## src/rtl/mem_ctrl.sv

```systemverilog
// Byte-serial memory controller: turns 1/2/4-byte cache requests into byte
// RAM/I/O bus cycles, with I/O back-pressure, pause, flush and I/O write guard.
module mem_ctrl #(
  parameter int unsigned IO_GUARD = 2
) (
  input  logic        clk_in,
  input  logic        rst_in,
  input  logic        rdy_in,
  input  logic        clear_in,
  input  logic        req_valid,
  input  logic        req_write,
  input  logic [1:0]  req_size,
  input  logic [31:0] req_addr,
  input  logic [31:0] req_data,
  output logic        busy,
  output logic        resp_valid,
  output logic [31:0] resp_data,
  output logic        write_done,
  input  logic [7:0]  mem_din,
  output logic [7:0]  mem_dout,
  output logic [31:0] mem_a,
  output logic        mem_wr,
  input  logic        io_buffer_full
);

  localparam int unsigned GW = (IO_GUARD < 1) ? 1 : $clog2(IO_GUARD + 1);

  typedef enum logic [1:0] {IDLE, READ, WRITE, DONE} state_e;

  state_e        state_q, state_d;
  logic [31:0]   addr_q, addr_d;
  logic [31:0]   data_q, data_d;
  logic [1:0]    last_q, last_d;     // index of the final byte (0, 1 or 3)
  logic          wr_q, wr_d;
  logic [2:0]    idx_q, idx_d;       // read: next byte to issue; write: byte on the bus
  logic          pend_q, pend_d;     // a read byte issued last active cycle awaits capture
  logic          paused_q, paused_d;
  logic [31:0]   buf_q, buf_d;
  logic [GW-1:0] guard_q, guard_d;
  logic [31:0]   resp_data_q, resp_data_d;

  logic [2:0]    issue_idx;
  logic [1:0]    cap_idx;
  logic [31:0]   wr_addr;
  logic          is_io;

  assign busy      = (state_q != IDLE) || (guard_q != '0);
  assign resp_data = resp_data_q;

  // NOTE: every signal written here gets a default first, so no path leaves it unassigned (no latches).
  always_comb begin
    state_d     = state_q;
    addr_d      = addr_q;
    data_d      = data_q;
    last_d      = last_q;
    wr_d        = wr_q;
    idx_d       = idx_q;
    pend_d      = pend_q;
    paused_d    = !rdy_in;
    buf_d       = buf_q;
    resp_data_d = resp_data_q;
    guard_d     = guard_q;
    mem_a       = '0;
    mem_dout    = '0;
    mem_wr      = 1'b0;
    resp_valid  = 1'b0;
    write_done  = 1'b0;
    issue_idx   = idx_q;
    cap_idx     = idx_q[1:0] - 2'd1;
    wr_addr     = addr_q + {30'b0, idx_q[1:0]};
    is_io       = (wr_addr[17:16] == 2'b11);

    if (rdy_in && guard_q != '0) guard_d = guard_q - 1'b1;

    unique case (state_q)
      IDLE: begin
        // A flushed read is dropped at acceptance; a write is always taken.
        if (rdy_in && req_valid && guard_q == '0 && !(clear_in && !req_write)) begin
          addr_d  = req_addr;
          data_d  = req_data;
          wr_d    = req_write;
          idx_d   = '0;
          pend_d  = 1'b0;
          buf_d   = '0;
          unique case (req_size)
            2'd0:    last_d = 2'd0;
            2'd1:    last_d = 2'd1;
            default: last_d = 2'd3;
          endcase
          state_d = req_write ? WRITE : READ;
        end
      end

      READ: begin
        if (rdy_in) begin
          if (clear_in) begin
            state_d = IDLE;
          end else if (pend_q && !paused_q) begin
            buf_d[{cap_idx, 3'b000} +: 8] = mem_din;
            if (idx_q == {1'b0, last_q} + 3'd1) begin
              resp_data_d = buf_d;
              pend_d      = 1'b0;
              state_d     = DONE;
            end else begin
              mem_a = addr_q + {29'b0, idx_q};
              idx_d = idx_q + 3'd1;
            end
          end else begin
            // After a pause the RAM output is stale: reissue the first uncaptured byte.
            issue_idx = paused_q ? (idx_q - {2'b00, pend_q}) : idx_q;
            mem_a     = addr_q + {29'b0, issue_idx};
            idx_d     = issue_idx + 3'd1;
            pend_d    = 1'b1;
          end
        end
      end

      WRITE: begin
        mem_a    = wr_addr;
        mem_dout = data_q[{idx_q[1:0], 3'b000} +: 8];
        if (rdy_in && !(is_io && io_buffer_full)) begin
          mem_wr = 1'b1;
          if (is_io) guard_d = GW'(IO_GUARD);
          if (idx_q[1:0] == last_q) state_d = DONE;
          else                      idx_d   = idx_q + 3'd1;
        end
      end

      DONE: begin
        if (rdy_in) begin
          resp_valid = !wr_q;
          write_done = wr_q;
          state_d    = IDLE;
        end
      end

      default: state_d = IDLE;
    endcase
  end

  // NOTE: sequential state uses non-blocking assignments so all registers update together at the edge.
  always_ff @(posedge clk_in or negedge rst_in) begin
    if (!rst_in) begin
      state_q     <= IDLE;
      addr_q      <= '0;
      data_q      <= '0;
      last_q      <= '0;
      wr_q        <= 1'b0;
      idx_q       <= '0;
      pend_q      <= 1'b0;
      paused_q    <= 1'b0;
      buf_q       <= '0;
      guard_q     <= '0;
      resp_data_q <= '0;
    end else begin
      state_q     <= state_d;
      addr_q      <= addr_d;
      data_q      <= data_d;
      last_q      <= last_d;
      wr_q        <= wr_d;
      idx_q       <= idx_d;
      pend_q      <= pend_d;
      paused_q    <= paused_d;
      buf_q       <= buf_d;
      guard_q     <= guard_d;
      resp_data_q <= resp_data_d;
    end
  end

endmodule
```

## config.mk

```make
export PLATFORM = sky130hd
export DESIGN_NAME = mem_ctrl
export DESIGN_NICKNAME = d
export VERILOG_FILES = /design/src/rtl/mem_ctrl.sv
export SDC_FILE = /design/constraint.sdc
export NUM_CORES = 1
export LEC_CHECK = 0
export BUFFER_PORTS_ARGS = -buffer_cell sky130_fd_sc_hd__buf_2
export CAP_MARGIN = 40
export CORE_MARGIN = 5
export CORE_UTILIZATION = 40
export CTS_CLUSTER_DIAMETER = 80
export CTS_CLUSTER_SIZE = 40
export DETAILED_ROUTE_END_ITERATION = 8
export PLACE_DENSITY_LB_ADDON = 0.15
export SETUP_SLACK_MARGIN = 0.05
export SYNTH_ARGS = -nofsm -noshare
export SYNTH_HDL_FRONTEND = slang
export SYNTH_SLANG_ARGS = --single-unit
export TNS_END_PERCENT = 100
```

## constraint.sdc

```tcl
create_clock -name clk_in -period 13.2 [get_ports clk_in]
set_clock_uncertainty 0.1 [all_clocks]
set_input_delay 2.64 -clock clk_in [delete_from_list [all_inputs] [get_ports clk_in]]
set_output_delay 2.64 -clock clk_in [all_outputs]
set_load 0.01 [all_outputs]
```

==> out/results.ini, run 1 <==
[power]
power_frac_comb_pct = 43.8
p_seq_share_pct = 34.8
ir_drop_mv = 0.151
pwr-share-clk_pct = 21.4
p_sw_share_pct = 43.8
pwr_density_cell_nw_per_um2 = 214
power.switching_mw = 0.989
p_int_mw = 1.27
p_leak_nw = 4.76

[floorplanning]
die_w_um = 159
die_h_um = 159
die_area_um2 = 25300
row_count = 54
io_pins = 157
core_um2 = 21900
initial_utilization_pct = 40.6

[worst_setup_path]
crit_chain = buf_2 -> nand3b_1 -> a311oi_1 -> buf_4 -> nor2_1 -> a21o_1 -> a311oi_1 -> buf_2
ff2ff_setup_slack_ns = 9.85
reg2reg_to = idx_q[2]
start_kind = input pin
cp_max_fo = 12
cp.required_ns = 10.46
worstPathArrival_ns = 5.20
end_kind = output pin
slowest_delay_ns = 0.78
worst-setup-path-type = in2out
crit_path_top_delay_cell = a311oi_1
r2r_start = idx_q[1]
worst_r2r_path_depth = 8

[synthesis]
synthSimpleGateAreaFrac_pct = 18.7
synthAdderAreaFrac_pct = 3.55
synthTopCellsByCount = a21oi_1 (140), dfrtp_1 (140), nand2_1 (98), o21ai_0 (89), nor2_1 (74)
synth_cell_types = 70
synth_cells = 1010
synth_nets = 1115
syn_area_um2 = 8890
synth_area_leaders = dfrtp_1 (39%), a21oi_1 (7.9%), mux2_2 (7.5%), o21ai_0 (5.0%), nand2_1 (4.1%)
syn_area_per_cell_um2 = 8.80
yosysWarnings = 0
synth_top_area_share_pct = 39.4
synth_top_family_by_area = compound AO/OA/AOI/OAI gates
synth.area.mux_share_pct = 10.1
synth-xor-area-share_pct = 3.25
synth-compound-area-share_pct = 20.5
synth-edff-count = 0
ys_seq_area_share_pct = 39.4
yosys_register_bits = 140
synth_ff_type = dfrtp_1
synth-async-reset-ratio_pct = 100
synth_top_area_cell = dfrtp_1

[sta]
hold_viol = 0
finalSetupTns_ns = 0
setup_viol = 0
final_max_slew_viol_count = 0
tightest_slew_ns = 0.917
relSlewSlack_pct = 38.7
fmax_mhz = 126
rsz0062_at_grt = no
period_minus_slack_ns = 7.94
post-route-period-util_pct = 60.1

[min_path]
hp-class = reg2reg
hold_end = buf_q[7]
min_path_cells = 2
hp-start = buf_q[7]

[finish]
finalNonFillerCells = 1425
drive_gt1_share_pct = 25.2
fin_nets = 1237
design_area_um2 = 10600
diodes = 0
area_growth_pct = 18.7

[place]
place.gp.congestion = 0.924
port-buffer-count = 156
dpl_cell_area_um2 = 9960
placed_cells = 1393
dpl.hpwl_um = 20100

[global_route]
grt_pass1_vias = 7947
grt_usage_pct = 21.4
grt_pass1_wl_um = 44400
grt_max_degree = 66
overflow = 0
antenna_found_initial = 1

[clock_tree]
ctsRootBufferMaster = clkbuf_16
cts_tree = yes
cts_buffer_depth = 2
clkSinkCount = 140
cts_resized = 0
clk_latency_ns = 0.44
numCtsBuffers = 17
clk_pin_slew_ns = 0.06
cts_hold_buf = 0
cts_setup_buffers = 0
cts_htree_levels = 4

[drt]
drc = 0
drt_first_pass_iters = 6
num_vias = 8245
drt-vias-per-instance = 5.79
drt_iter0_markers = 824
routed_wl_um = 27800
wl_per_cell_um = 19.5
ant_nets = 0

[status]
outcome = finished, final reports clean

[job]
drv_cap = 0

metal layers:
metal | up-vias | GRT usage (%) | wire length, µm | share of wire [%]
li1 | 3899 | - | - | -
met1 | 3954 | 30.6 | 12500 | 45
met2 | 349 | 33.1 | 12700 | 46
met3 | 41 | 5.07 | 2210 | 7.9
met4 | 2 | 5.08 | 439 | 1.6
met5 | - | 0 | 13 | 0.047
area by class of cell:
| class | instances | area (µm²) |
|---|---|---|
| fill | 2186 | 11300 |
| multi-input combinational | 773 | 5000 |
| sequential | 140 | 3500 |
| timing repair buffer | 177 | 1020 |
| clock buffer | 17 | 425 |
| tap | 280 | 350 |
| clock inverter | 15 | 171 |
| inverter | 23 | 86.3 |
stage by stage:
| step | hold WS (ns) | util [%] | total power, mW | setup WS, ns |
|---|---|---|---|---|
| 2_1_floorplan | 0.342 | - | 1.43 | 6.15 |
| 3_3_place_gp | 0.355 | 44.9 | 1.74 | 5.48 |
| 3_5_place_dp | 0.362 | 45.5 | 1.78 | 5.46 |
| 4_1_cts | 0.378 | 48.2 | 2.27 | 5.44 |
| 5_1_grt | 0.404 | 48.2 | 2.42 | 5.19 |
| 6_report | 0.373 | 48.2 | 2.26 | 5.26 |
kinds of logic (layout without fill, tap and decap cells):
family                   count (synthesis)  count (layout)
AND/OR/NAND/NOR                        333             333
multiplexers                            72              72
AO/OA/AOI/OAI                          311             311
flip-flops                             140             140
XOR/XNOR                                33              33
adder cells (fa/ha/maj)                 24              24
buffers and inverters                   97             232
sequential cells by signal, summed over array words and instances, names as in the netlist:
signal     flops
state_q        2
pend_q         1
idx_q          3
paused_q       1
guard_q        2
resp_data     32
last_q         2
wr_q           1
data_q        32
addr_q        32
buf_q         32
worst max-delay path, delay by kind of cell:
kind,cells,cell delay (ns)
AOI/OAI and AO/OA,3,1.43
buffers and inverters,3,0.72
and+or+nand+nor,2,0.40
worst max path at each step:
stage	endpoint	slack [ns]	cells after the start	from
2_1_floorplan	mem_a[11]	6.15	7	rdy_in
3_3_place_gp	mem_a[11]	5.48	8	rdy_in
3_5_place_dp	mem_a[11]	5.46	8	rdy_in
4_1_cts	mem_a[11]	5.44	8	rdy_in
5_1_grt	mem_a[11]	5.19	8	rdy_in
6_report	mem_a[11]	5.26	8	rdy_in
power by group through the flow:
stage                     logic [mW]  registers (mW)  clock network, mW
after global routing            1.09           0.814              0.515
after CTS                      0.987           0.785              0.498
after floorplan                0.712           0.714                  0
after detailed placement       0.984           0.791                  0
final                          0.988           0.786              0.483
after global placement         0.955           0.789                  0
cells in the final DEF (no fill, tap or decap), types with 9 or more instances in the layout:
| cell | netlist | layout |
|---|---|---|
| inv_1 | 22 | 22 |
| a21oi_1 | 140 | 140 |
| mux2_2 | 59 | 59 |
| xor2_1 | 15 | 15 |
| nand2_1 | 98 | 98 |
| nand3_1 | 31 | 31 |
| buf_4 | 2 | 14 |
| and2_1 | 9 | 9 |
| nand4_1 | 21 | 21 |
| buf_2 | 8 | 157 |
| clkbuf_16 | 0 | 17 |
| nor2b_1 | 36 | 36 |
| o22ai_1 | 11 | 11 |
| o21ai_0 | 89 | 89 |
| dfrtp_1 | 140 | 140 |
| and3_1 | 11 | 11 |
| nor3_1 | 20 | 19 |
| ha_1 | 22 | 22 |
| xnor2_1 | 18 | 18 |
| nor2_1 | 74 | 74 |
Note: power is estimated with default switching activity, not from simulation.
==> run 2, diff against run 1 <==
--- a/config.mk
+++ b/config.mk
@@ -5,6 +5,7 @@
 export SDC_FILE = /design/constraint.sdc
 export NUM_CORES = 1
 export LEC_CHECK = 0
+export ABC_AREA = 1
 export BUFFER_PORTS_ARGS = -buffer_cell sky130_fd_sc_hd__buf_2
 export CAP_MARGIN = 40
 export CORE_MARGIN = 5
==> constraint.sdc (replaced) <==
create_clock -name clk_in -period 7.2 [get_ports clk_in]
set_clock_uncertainty 0.1 [all_clocks]
set_input_delay 1.44 -clock clk_in [delete_from_list [all_inputs] [get_ports clk_in]]
set_output_delay 1.44 -clock clk_in [all_outputs]
set_load 0.01 [all_outputs]
==> run 2 against run 1 <==
Clock power grew 100%. Area after synthesis grew 6.3%. Wire length grew 7.4%. Die area grew 5.9%. Critical path type is now reg2out. Combinational power grew 120%. Utilization shrank 0.37 points. Global-route usage grew 1.3 points. Synthesized cell count grew 26%. First-iteration DRC count shrank 5.3%. Highest routed layer unchanged. Largest cell class unchanged. Sequential cell count is the same. Register-to-register slack lost 5.5 ns.
==> out/results.ini, run 2 <==
[place]
placed_cells = 1699
dpl.hpwl_um = 21900
port-buffer-count = 156
dpl_cell_area_um2 = 10600
place.gp.congestion = 0.969
dp_slack_ns = 1.70

[synthesis]
synth_area_leaders = dfrtp_1 (37%), nand2_1 (10%), o21ai_0 (5.5%), nor2_1 (5.4%), nand3_1 (5.2%)
synthTopCellsByCount = nand2_1 (259), dfrtp_1 (140), nor2_1 (136), inv_1 (124), o21ai_0 (104)
synth_nets = 1373
yosysWarnings = 0
syn_area_um2 = 9460
synth_cell_types = 46
yosys_register_bits = 140
ys_seq_area_share_pct = 37.1
synth_top_area_share_pct = 37.1
synth-async-reset-ratio_pct = 100
synth_cells = 1268
synth-edff-count = 0
synth_ff_type = dfrtp_1
synth.most_common_cell = nand2_1
syn_area_per_cell_um2 = 7.46
synth_top_area_cell = dfrtp_1

[floorplanning]
die_w_um = 164
die_h_um = 164
row_count = 56
die_area_um2 = 26800
io_pins = 157
core_um2 = 23400
initial_utilization_pct = 40.4

[sta]
fin_ws_ns = 1.23
rsz0062_at_grt = no
fmax_mhz = 167
relSlewSlack_pct = 48.1
final_max_slew_viol_count = 0
finalSetupTns_ns = 0
setup_viol = 0
tightest_slew_ns = 0.773
hold_viol = 0
period_minus_slack_ns = 5.97
post-route-period-util_pct = 83.0

[worst_setup_path]
crit_chain = inv_2 -> ha_1 -> o21ai_0 -> inv_1 -> fa_1 -> inv_1 -> nand2_1 -> nand2_1 -> nand2_1 -> nor2_1 -> nand2_1 -> nor2_1 -> nand2_1 -> nand2_1 -> nand3_1 -> nand2_1 -> nand2_1 -> a21oi_1 -> buf_2
cpMostUsedCell = nand2_1
worst-setup-path-type = reg2out
slowest_delay_ns = 0.75
start_kind = flip-flop
cp_max_fo = 18
worstPathArrival_ns = 4.43
end_kind = output pin
worst_r2r_path_depth = 6
cp.required_ns = 5.66
crit_path_top_delay_cell = dfrtp_1

[power]
p_leak_nw = 5.44
p_sw_share_pct = 47.4
pwr-share-clk_pct = 22.3
power_frac_comb_pct = 49.0
p_seq_share_pct = 28.7
pwr_density_cell_nw_per_um2 = 391
p_int_mw = 2.31
power.switching_mw = 2.07
total_power_mw = 4.38
ir_drop_mv = 0.229

[finish]
fillCellCount = 2427
design_area_um2 = 11200
area_growth_pct = 18.5
mostFrequentLayoutCell = nand2_1
most-common-layout-cells = nand2_1 (259), buf_2 (155), dfrtp_1 (140)
drive_gt1_share_pct = 22.7
fin_nets = 1504
finalNonFillerCells = 1731

[clock_tree]
cts_tree = yes
ctsRootBufferMaster = clkbuf_16
cts_buffer_depth = 2
cts_htree_levels = 4
cts_resized = 0
cts_setup_buffers = 0
clk_latency_ns = 0.43
numCtsBuffers = 17
clkSinkCount = 140
clk_pin_slew_ns = 0.06
cts_hold_buf = 0

[global_route]
grt_pass1_wl_um = 48100
overflow = 0
grt_pass1_vias = 8728
grt_max_degree = 70
grt_usage_pct = 22.7
antenna_found_initial = 4

[status]
outcome = finished, final reports clean

[drt]
drt-vias-per-instance = 5.24
routed_wl_um = 29900
ant_nets = 0
drt_first_pass_iters = 6
wl_per_cell_um = 17.3
num_vias = 9066
drt_iter0_markers = 780
drc = 0

[min_path]
min_path_cells = 2
hp-class = reg2reg

[job]
drv_cap = 0

## run 2: cell count changes after synthesis, sizes merged, moves of 11 or more
cell / previous run / this run
nand2: 98 / 272
inv: 22 / 137
nor2: 74 / 160
nand3: 31 / 106
a21oi: 140 / 89
nor2b: 36 / 0
clkbuf: 62 / 31
o31ai: 4 / 32
mux2: 62 / 35
o21ai: 89 / 112
buf: 12 / 26
xnor2: 18 / 4
a22oi: 5 / 16
and3: 11 / 0
## run 2: area by class of cell
| type | count | area [µm²] | area share [%] |
|---|---|---|---|
| clock inverters | 14 | 208 | 1.85 |
| repair buffers | 169 | 957 | 8.55 |
| well taps | 319 | 399 | 3.56 |
| clock buffers | 17 | 425 | 3.80 |
| inverters | 141 | 529 | 4.73 |
| diodes | 1 | 2.50 | 0.0223 |
| multi-input cells | 930 | 5180 | 46.2 |
| flip-flops and latches | 140 | 3500 | 31.3 |
## run 2: power groups by stage
stage | Clock (mW) | Sequential (mW) | Combinational (mW)
global placement | 0 | 1.27 | 2.07
CTS | 0.988 | 1.26 | 2.15
global route | 1.02 | 1.30 | 2.41
floorplan | 0 | 1.15 | 1.58
finish | 0.975 | 1.26 | 2.15
detailed placement | 0 | 1.27 | 2.14
## run 2: metal layers
metal,up-vias,wire length (µm),share of wire (%),track usage [%]
met3,47,2240,7.5,5.42
met5,-,28,0.094,0
met2,290,13000,44,33.9
li1,4504,-,-,-
met1,4219,14000,47,33.1
met4,6,618,2.1,6.25
## run 2: through the flow
step	hold slack, ns	util [%]
5_1_grt	0.405	47.9
2_1_floorplan	0.352	-
3_5_place_dp	0.369	45.1
3_3_place_gp	0.364	44.7
4_1_cts	0.385	47.9
6_report	0.379	47.9
## run 2: final timing paths
check                             start      endpoint  slack [ns]
hold / removal             resp_data[8]  resp_data[8]        0.38
min in group asynchronous        rst_in    data_q[22]        0.92
max in group asynchronous        rst_in     buf_q[21]        4.96
hold reg to reg            resp_data[8]  resp_data[8]        0.38
setup / recovery               idx_q[1]     mem_a[30]        1.23
setup reg to reg               idx_q[1]      buf_q[1]        4.32
## run 2: logic make-up after synthesis
| family | Yosys count | synth area share, % |
|---|---|---|
| compound gates | 282 | 17.9 |
| flops | 140 | 37.1 |
| xor+xnor | 16 | 1.48 |
| simple gates | 573 | 27.7 |
| mux | 35 | 4.17 |
| buf+inv | 198 | 8.34 |
| fa+ha+maj | 24 | 3.33 |
## run 2: worst max-delay path, delay by kind of cell (launching register included)
family                   cells  cell delay [ns]
AND/OR/NAND/NOR             11             1.24
buffers and inverters        4             0.66
flip-flops                   1             0.75
AO/OA/AOI/OAI                2             0.60
adder cells (fa/ha/maj)      2             0.77
